### src/rtl/alert_sequencer_pkg.sv
// Shared types and default frame counts for the side-panel alert sequencer.
// No logic; the types and constants are used by the sequencer, its timer and its interface.
package alert_sequencer_pkg;

    typedef enum logic [1:0] {
        ALERT_IDLE       = 2'd0,
        ALERT_SHOW_TSPIN = 2'd1,
        ALERT_SHOW_LINES = 2'd2,
        ALERT_GAP        = 2'd3
    } alert_state_t;

    typedef logic [2:0] lines_cnt_t;

    localparam int ALERT_HOLD_FRAMES  = 120;
    localparam int ALERT_GAP_FRAMES   = 15;
    localparam int ALERT_BLINK_FRAMES = 8;

    // Terminal value for an up-counter that should fire on the frames-th tick.
    function automatic logic [7:0] frame_last(input int frames);
        return 8'(frames - 1);
    endfunction

endpackage

### src/rtl/alert_sequencer_if.sv
// Event inputs and alert-driver enables of the alert sequencer.
// Game logic drives the master side; the sequencer uses the slave side. No backpressure.
interface alert_sequencer_if;
    import alert_sequencer_pkg::*;

    logic       frame_start;
    logic       tspin_event;
    logic       lines_event;
    lines_cnt_t lines_count;
    logic       tspin_detected;
    logic       lines_alert;
    lines_cnt_t alert_lines;
    logic       busy;

    modport master (
        output frame_start, tspin_event, lines_event, lines_count,
        input  tspin_detected, lines_alert, alert_lines, busy
    );

    modport slave (
        input  frame_start, tspin_event, lines_event, lines_count,
        output tspin_detected, lines_alert, alert_lines, busy
    );
endinterface

### src/rtl/alert_sequencer_frame_timer.sv
// 8-bit frame counter: counts tick while en, wraps to 0 at last and flags done that cycle.
// Synchronous clr has priority over counting and suppresses done; no backpressure.
module alert_sequencer_frame_timer (
    input  logic       clk,
    input  logic       rst,
    input  logic       tick,
    input  logic       en,
    input  logic       clr,
    input  logic [7:0] last,
    output logic       done
);
    logic [7:0] cnt;

    assign done = en && tick && !clr && (cnt == last);

    always_ff @(posedge clk or posedge rst) begin
        if (rst) begin
            cnt <= 8'd0;
        end else if (clr) begin
            cnt <= 8'd0;
        end else if (en && tick) begin
            cnt <= (cnt == last) ? 8'd0 : cnt + 8'd1;
        end
    end
endmodule

### src/rtl/alert_sequencer.sv
// Schedules T-spin / line-clear alerts on one panel region; event -> enable in 1 cycle.
// No backpressure: events while busy are merged into pending flags. Blink via ALERT_BLINK_EN.
module alert_sequencer
    import alert_sequencer_pkg::*;
#(
    parameter int HOLD_FRAMES  = ALERT_HOLD_FRAMES,
`ifdef ALERT_BLINK_EN
    parameter int BLINK_FRAMES = ALERT_BLINK_FRAMES,
`endif
    parameter int GAP_FRAMES   = ALERT_GAP_FRAMES
) (
    input logic              clk,
    input logic              rst,
    alert_sequencer_if.slave alert
);
    localparam logic [1:0] IDLE       = ALERT_IDLE;
    localparam logic [1:0] SHOW_TSPIN = ALERT_SHOW_TSPIN;
    localparam logic [1:0] SHOW_LINES = ALERT_SHOW_LINES;
    localparam logic [1:0] GAP        = ALERT_GAP;
    localparam logic [7:0] HOLD_LAST  = frame_last(HOLD_FRAMES);
    localparam logic [7:0] GAP_LAST   = frame_last(GAP_FRAMES);
    localparam logic [1:0] HOLD_EXIT  = (GAP_FRAMES == 0) ? IDLE : GAP;

    logic [1:0] state, state_nxt;
    logic       tspin_pend, tspin_pend_nxt;
    logic       lines_pend, lines_pend_nxt;
    lines_cnt_t lines_pend_cnt, lines_pend_cnt_nxt;
    lines_cnt_t alert_lines_q, alert_lines_nxt;
    logic       lines_ok, in_show, retrig, timer_done, blank;

    // Line counts outside 1..4 are treated as a non-event.
    assign lines_ok = alert.lines_event && (alert.lines_count != 3'd0) && (alert.lines_count <= 3'd4);
    assign in_show  = (state == SHOW_TSPIN) || (state == SHOW_LINES);
    assign retrig   = ((state == SHOW_TSPIN) && alert.tspin_event) ||
                      ((state == SHOW_LINES) && lines_ok);

    alert_sequencer_frame_timer u_hold_gap (
        .clk  (clk),
        .rst  (rst),
        .tick (alert.frame_start),
        .en   (in_show || (state == GAP)),
        .clr  (retrig || (state == IDLE)),
        .last ((state == GAP) ? GAP_LAST : HOLD_LAST),
        .done (timer_done)
    );

    always_comb begin
        state_nxt          = state;
        tspin_pend_nxt     = tspin_pend;
        lines_pend_nxt     = lines_pend;
        lines_pend_cnt_nxt = lines_pend_cnt;
        alert_lines_nxt    = alert_lines_q;
        case (state)
            IDLE: begin
                if (tspin_pend || alert.tspin_event) begin
                    state_nxt      = SHOW_TSPIN;
                    tspin_pend_nxt = 1'b0;
                    if (lines_ok) begin
                        lines_pend_nxt     = 1'b1;
                        lines_pend_cnt_nxt = alert.lines_count;
                    end
                end else if (lines_pend || lines_ok) begin
                    state_nxt       = SHOW_LINES;
                    lines_pend_nxt  = 1'b0;
                    alert_lines_nxt = lines_ok ? alert.lines_count : lines_pend_cnt;
                end
            end
            SHOW_TSPIN: begin
                if (!alert.tspin_event && timer_done) state_nxt = HOLD_EXIT;
                if (lines_ok) begin
                    lines_pend_nxt     = 1'b1;
                    lines_pend_cnt_nxt = alert.lines_count;
                end
            end
            SHOW_LINES: begin
                if (lines_ok)        alert_lines_nxt = alert.lines_count;
                else if (timer_done) state_nxt       = HOLD_EXIT;
                if (alert.tspin_event) tspin_pend_nxt = 1'b1;
            end
            default: begin
                if (timer_done) state_nxt = IDLE;
                if (alert.tspin_event) tspin_pend_nxt = 1'b1;
                if (lines_ok) begin
                    lines_pend_nxt     = 1'b1;
                    lines_pend_cnt_nxt = alert.lines_count;
                end
            end
        endcase
    end

    always_ff @(posedge clk or posedge rst) begin
        if (rst) begin
            state          <= IDLE;
            tspin_pend     <= 1'b0;
            lines_pend     <= 1'b0;
            lines_pend_cnt <= 3'd0;
            alert_lines_q  <= 3'd0;
        end else begin
            state          <= state_nxt;
            tspin_pend     <= tspin_pend_nxt;
            lines_pend     <= lines_pend_nxt;
            lines_pend_cnt <= lines_pend_cnt_nxt;
            alert_lines_q  <= alert_lines_nxt;
        end
    end

`ifdef ALERT_BLINK_EN
    localparam logic [7:0] BLINK_LAST = frame_last(BLINK_FRAMES);
    logic blink_done;

    alert_sequencer_frame_timer u_blink (
        .clk  (clk),
        .rst  (rst),
        .tick (alert.frame_start),
        .en   (in_show),
        .clr  (!in_show || retrig),
        .last (BLINK_LAST),
        .done (blink_done)
    );

    // Each alert starts in its visible phase; a retrigger restarts the blink too.
    always_ff @(posedge clk or posedge rst) begin
        if (rst)                    blank <= 1'b0;
        else if (!in_show || retrig) blank <= 1'b0;
        else if (blink_done)        blank <= ~blank;
    end
`else
    assign blank = 1'b0;
`endif

    assign alert.tspin_detected = (state == SHOW_TSPIN) && !blank;
    assign alert.lines_alert    = (state == SHOW_LINES) && !blank;
    assign alert.alert_lines    = alert_lines_q;
    assign alert.busy           = (state != IDLE) || tspin_pend || lines_pend;
endmodule

### src/flat_wrapper.sv
// flat-port wrapper written by rule: the top's interface ports become plain ports
module alert_sequencer_flat import alert_sequencer_pkg::*;
#(
    parameter int HOLD_FRAMES  = ALERT_HOLD_FRAMES,

    parameter int GAP_FRAMES   = ALERT_GAP_FRAMES
)
  (clk, rst, alert_frame_start, alert_tspin_event, alert_lines_event, alert_lines_count, alert_tspin_detected, alert_lines_alert, alert_alert_lines, alert_busy);
  alert_sequencer_if alert_i ();
  input logic clk;
  input logic rst;
  input wire logic [$bits(alert_i.frame_start)-1:0] alert_frame_start;
  input wire logic [$bits(alert_i.tspin_event)-1:0] alert_tspin_event;
  input wire logic [$bits(alert_i.lines_event)-1:0] alert_lines_event;
  input wire logic [$bits(alert_i.lines_count)-1:0] alert_lines_count;
  output wire logic [$bits(alert_i.tspin_detected)-1:0] alert_tspin_detected;
  output wire logic [$bits(alert_i.lines_alert)-1:0] alert_lines_alert;
  output wire logic [$bits(alert_i.alert_lines)-1:0] alert_alert_lines;
  output wire logic [$bits(alert_i.busy)-1:0] alert_busy;
  assign alert_i.frame_start = alert_frame_start;
  assign alert_i.tspin_event = alert_tspin_event;
  assign alert_i.lines_event = alert_lines_event;
  assign alert_i.lines_count = alert_lines_count;
  assign alert_tspin_detected = alert_i.tspin_detected;
  assign alert_lines_alert = alert_i.lines_alert;
  assign alert_alert_lines = alert_i.alert_lines;
  assign alert_busy = alert_i.busy;
  alert_sequencer #(.HOLD_FRAMES(HOLD_FRAMES), .GAP_FRAMES(GAP_FRAMES)) u_core (.clk(clk), .rst(rst), .alert(alert_i));
endmodule
### config.mk
export PLATFORM = sky130hd
export DESIGN_NAME = alert_sequencer_flat
export DESIGN_NICKNAME = d
export VERILOG_FILES = /design/src/rtl/alert_sequencer_pkg.sv /design/src/rtl/alert_sequencer_if.sv /design/src/rtl/alert_sequencer_frame_timer.sv /design/src/rtl/alert_sequencer.sv /design/src/flat_wrapper.sv
export SDC_FILE = /design/constraint.sdc
export NUM_CORES = 1
export LEC_CHECK = 0
export CORE_MARGIN = 4
export CORE_UTILIZATION = 55
export DETAILED_ROUTE_END_ITERATION = 8
export PLACE_DENSITY_LB_ADDON = 0.05
export SETUP_SLACK_MARGIN = 0.15
export SYNTH_ARGS = -nofsm -noshare
export SYNTH_HDL_FRONTEND = slang
export SYNTH_SLANG_ARGS = --single-unit
### constraint.sdc
create_clock -name clk -period 2.7 [get_ports clk]
set_clock_uncertainty 0.2 [all_clocks]
set_input_delay 0.54 -clock clk [delete_from_list [all_inputs] [get_ports clk]]
set_output_delay 0.54 -clock clk [all_outputs]
set_load 0.02 [all_outputs]
==> results.toml <==
[setup_path]
max_stage_delay_ns = 0.63
path_depth = 3
crit_required_ns = 1.96
r2r-start = "u_core.state[0]"
crit_type = "reg2out"
critPathCapture = "alert_tspin_detected"
worst-path-buf-inv = 2
crit_slowest_cell = "clkdlybuf4s50_1"
r2r-end = "u_core.state[0]"
path_delay_family = "buffers and inverters"
r2r_slack_ns = 0.37
startpoint_type = "flip-flop"
crit_fanout = 4
crit_path_end_kind = "output pin"
worstPathCellList = "inv_1 > ha_1 > clkdlybuf4s50_1"
critPathLaunch = "u_core.state[1]"
arrival_ns = 1.69
reg2reg_depth = 8

[global_route]
use_met2_pct = 34.65
grt_max_degree = 19
overflow = 0
grt_pass1_vias = 1006
antenna_found_initial = 0
grtUsageMet1_pct = 26.06
busiest_layer = "met2"
grt_pass1_wl_mm = 4.409
grt_util_met3_pct = 3.753
grt_usage_pct = 20.83

[synth]
netlist_area_um2 = 1214
synth_seq_cells = 18
syn_nets = 136
syn_area_per_cell_um2 = 9.867
synthFlopType = "dfrtp_1"
synthArstFlopShare_pct = 100.0
synth_edf_count = 0
netlist_instances = 123
yosysWarningCount = 0
synth_cell_types = 41
ys_seq_area_share_pct = 37.11

[floorplanning]
num_rows = 16
start_util_pct = 60.02
die_area_um2 = 3022
fp.coreArea_um2 = 2022
design.portCount = 14
die_h_um = 54.98
die_width_um = 54.98

[routing]
drtIter0Drc = 18
num_vias = 1018
wl_per_cell_um = 15.12
wl_mm = 2.600
via_per_inst = 5.919
drc_errors = 0
dr.pass1.iters = 4
drtAntennaViolNets = 0

[flow_run]
drv_cap = 0

[clock_network]
clk_pin_slew_ns = 0.10
cts_root_buffer = "clkbuf_4"
clock_latency_ns = 0.29
cts_buffers = 3
cts_tree = "built"
clk_path_buf_depth = 2
htree_levels = 1
cts.sinks = 18
postCtsHoldBufs = 0

[power_and_ir_drop]
power.density_nw_per_um2 = 400.7
vdd_drop_max_v = 0.0003665
p_leak_nw = 0.6639

[finish]
layout_common_cells = "dfrtp_1 (18), a21oi_1 (13), clkdlybuf4s50_1 (12), buf_4 (10), inv_1 (9)"
final_area_um2 = 1433
num-nets-final = 160
syn2layout_area_growth_pct = 18.04
layout-drive-gt1-share_pct = 22.07
final_common_cell = "dfrtp_1"
utilization_pct = 70.85
antenna_cells = 0

[place]
hpwl_mm = 2.066
place_area_um2 = 1411
io_buffers = 13
place.gp.congestion = 0.7788

[sta]
fmax_mhz = 412.3
period_share_pct = 89.83
rsz0062_at_grt = "no"
drv_slew = 0
finalHoldViolations = 0
final.min_clock_period_ns = 2.425
fin_hold_ws_ns = 0.3120
tns_ns = 0
max_slew_margin_pct = 54.74
tightest_slew_ns = 0.6781
setup_viol = 0

[hold_path]
holdCritPathClass = "reg2reg"
hp-start = "u_core.lines_pend_cnt[2]"

[outcome]
status = "complete, no violations"
[worst min-delay path by stage]
| stage | endpoint | slack (ns) | depth (start not counted) |
|---|---|---|---|
| after floorplan | u_core.u_hold_gap.cnt[2] | 0.27 | 1 |
| after global placement | u_core.lines_pend_cnt[2] | 0.28 | 1 |
| after detailed placement | u_core.lines_pend_cnt[2] | 0.29 | 1 |
| after CTS | u_core.lines_pend_cnt[2] | 0.32 | 1 |
| after global routing | u_core.alert.alert_lines[2] | 0.35 | 1 |
| final | u_core.lines_pend_cnt[2] | 0.31 | 1 |
[timing repair]
| action | CTS | global route |
|---|---|---|
| resized for setup | 2 | 2 |
| buffers inserted | 0 | 0 |
| setup endpoints to repair | 1 | 2 |
[per-layer routing]
layer	vias to the layer above	routed length [um]	share of wire, %
met1	495	1179	45
met2	25	1263	49
li1	491	-	-
met3	7	106	4.1
met4	0	51	2.0
met5	-	0	0
[cells in the mapped netlist (2+ instances only)]
cell type  count  area [um2]
mux2_2         4       45.04
nand2b_1       3       18.77
o21ai_0        4       20.02
a31oi_1        3       18.77
inv_1          9       33.78
o21bai_1       2       15.01
and3_1         4       25.02
ha_1           5       62.56
nand2_1        7       26.28
mux2i_1        3       30.03
a22o_1         4       35.03
o22ai_1        2       12.51
dfrtp_1       18       450.4
buf_6          2       22.52
a21oi_1       14       70.07
nand4_1        2       12.51
and4bb_2       2       25.02
and2_2         2       15.01
o21a_1         2       15.01
nand3_1        2       10.01
nand3b_1       2       15.01
xor2_1         3       26.28
nor2_1         6       22.52
[registers in the layout, indices dropped and copies added, names as in the netlist]
| register | count |
|---|---|
| u_core.lines_pend | 1 |
| u_core.state | 2 |
| u_core.tspin_pend | 1 |
| u_core.u_hold_gap.cnt | 8 |
| u_core.lines_pend_cnt | 3 |
| u_core.alert.alert_lines | 3 |
[report_power, final]
part           internal (W)  switching, W  total (W)
registers          0.000293     0.0000219   0.000314
logic             0.0000656     0.0000637   0.000129
clock network     0.0000519     0.0000784   0.000130
total              0.000410      0.000164   0.000574
[through the flow]
stage               worst slack [ns]  instances  power (W)
floorplan                     0.3877        123  0.0003945
global placement             0.07395        169  0.0004414
detailed placement           0.03955        169  0.0004501
CTS                           0.1567        172  0.0005779
global route                  0.2083        172  0.0006055
finish                        0.2747        172  0.0005741
[worst register-to-register path: stages, from the launching register on]
cell and delay, ns:
dfrtp_1 0.43, inv_1 0.09, ha_1 0.23, buf_4 0.17, a21oi_2 0.21, nand4_1 0.20
o31ai_4 0.21, nand4_2 0.15, mux2_4 0.32
[logic make-up (layout without fill, tap and decap cells)]
kind of cell / count (synthesis) / count (layout) / synth area share [%]
xor+xnor: 3 / 3 / 2.165
flops: 18 / 18 / 37.11
fa+ha+maj: 5 / 5 / 5.155
compound gates: 38 / 38 / 21.75
simple gates: 38 / 38 / 20.21
buf+inv: 13 / 35 / 6.185
mux: 8 / 8 / 7.422
[final cells by class]
| cell class | count | area, um2 |
|---|---|---|
| Clock buffer | 3 | 22.52 |
| Fill cell | 154 | 589.3 |
| Inverter | 9 | 33.78 |
| Multi-Input combinational cell | 92 | 691.9 |
| Sequential cell | 18 | 450.4 |
| Tap cell | 27 | 33.78 |
| Timing Repair Buffer | 23 | 200.2 |
No activity file was read; power rests on OpenSTA's default activity.
==> variant: new RTL, same settings <==
The option `ALERT_BLINK_EN` is turned on by a define.
--- a/src/rtl/alert_sequencer.sv
+++ b/src/rtl/alert_sequencer.sv
@@ -1,5 +1,7 @@
 // Schedules T-spin / line-clear alerts on one panel region; event -> enable in 1 cycle.
 // No backpressure: events while busy are merged into pending flags. Blink via ALERT_BLINK_EN.
+`define ALERT_BLINK_EN
+
 module alert_sequencer
     import alert_sequencer_pkg::*;
 #(
Formal check against the unedited RTL: not equivalent (a bounded check fails within 10 cycles, from zero or initial values and one cycle with rst high).
==> variant against the unedited design <==
  * Wire length grew 34%
  * Sequential cell count increased by 9
  * Total power grew to 2.9 times the old value
  * Utilization is 1.7 points lower
  * Area after synthesis is 41% higher
  * Final area is 38% higher
  * Sequential share of layout area grew 2.8 points
  * Worst setup slack lost 0.015 ns
  * Hold slack better by 0.011 ns
  * Fmax is 0.63% lower
  * Final cell count is 33% higher
  * First-iteration DRC count rose to 7.1 times the old value
  * Largest power group is now combinational cells
==> variant: results (changes against the unedited design) <==
[finish]
clkCellAreaFrac = 0.0133  ; -0.00240
layout.nets = 213  ; +33%
buf_share = 0.117  ; -0.0224
clockBufferCount = 4  ; +1
n_all_buffers = 27  ; +17%
num-multi-input-gates = 130  ; +41%
fillers = 230  ; +49%
synthToLayoutAreaGrowth_pct = 15.4
drive_gt1_frac = 0.182  ; -0.0389
multi_input_area_share = 0.488  ; +0.00530
layout.cells.non_filler = 229  ; +33%

[synthesis]
yosysUniqueCellTypes = 49  ; +20%
yosysSeqAreaShare = 0.395  ; +0.0242
synth_nets = 186  ; +37%
synth_fa_ha_area_frac = 0.0439  ; -0.00762
synthTopCellsByArea = dfrtp_1 (40%), a22o_1 (5.1%), ha_1 (4.4%)
synth-xor-area-share = 0.0410  ; +0.0193
yosys-mux-area-fraction = 0.0586  ; -0.0157

[placement]
pre_cts_slack_ns = 0.0516  ; +0.0121 ns
dp.cells = 224  ; +33%
placed_area_sq_um = 1940  ; +38%
gp_congestion = 0.902  ; +16%

[power]
peakVddDrop_mv = 0.524  ; +43%

[worst_setup_path]
r2r_cells = 7  ; -1
cpMaxStageDelayCell = dfrtp_1
slowest_delay_ns = 0.43  ; -0.20 ns
cp_max_fo = 3  ; -1
cp-endpoint = alert_busy

[route]
met2_wirelength_mm = 1.69  ; +34%
drtIter0Drc = 127  ; +109
vias = 1405  ; +38%
drt-total-wl_mm = 3.48  ; +34%
drt-met1-wl_mm = 1.66  ; +40%

[global_route]
grt_pass1_wl_mm = 6.47  ; +47%
grt_max_degree = 28  ; +9

[clock_network]
insertion_delay_ns = 0.32  ; +0.03 ns
clock-sinks = 27  ; +9

[die]
num_rows = 19  ; +3

[run_status]
outcome = finished, final reports clean

[sta]
finalCriticalPeriod_ns = 2.44  ; +0.0154 ns

==> variant: changes by cell type after synthesis, moves of 5 or more <==
cell	before	now
nor2_1	6	14
a21oi_1	14	9
nand3_1	2	10
dfrtp_1	18	27
a22o_1	4	10
==> variant: repair_timing <==
item                       4_1_cts  5_1_grt
hold buffers                     0        0
resized for setup                3        0
setup endpoints to repair        3        1
setup buffers                    0        1
==> variant: metal layers <==
metal | global-route usage | vias up
met5 | 0 | -
met4 | 0.0674 | 0
met3 | 0.0280 | 4
met2 | 0.312 | 23
met1 | 0.275 | 692
li1 | - | 686
==> variant: power by group through the flow <==
stage | Combinational, W | Clock, W | Sequential [W]
final | 0.000882 | 0.000170 | 0.000594
after global routing | 0.000979 | 0.000205 | 0.000610
after CTS | 0.000867 | 0.000181 | 0.000596
after detailed placement | 0.000873 | 0 | 0.000606
after global placement | 0.000845 | 0 | 0.000601
after floorplan | 0.000594 | 0 | 0.000611
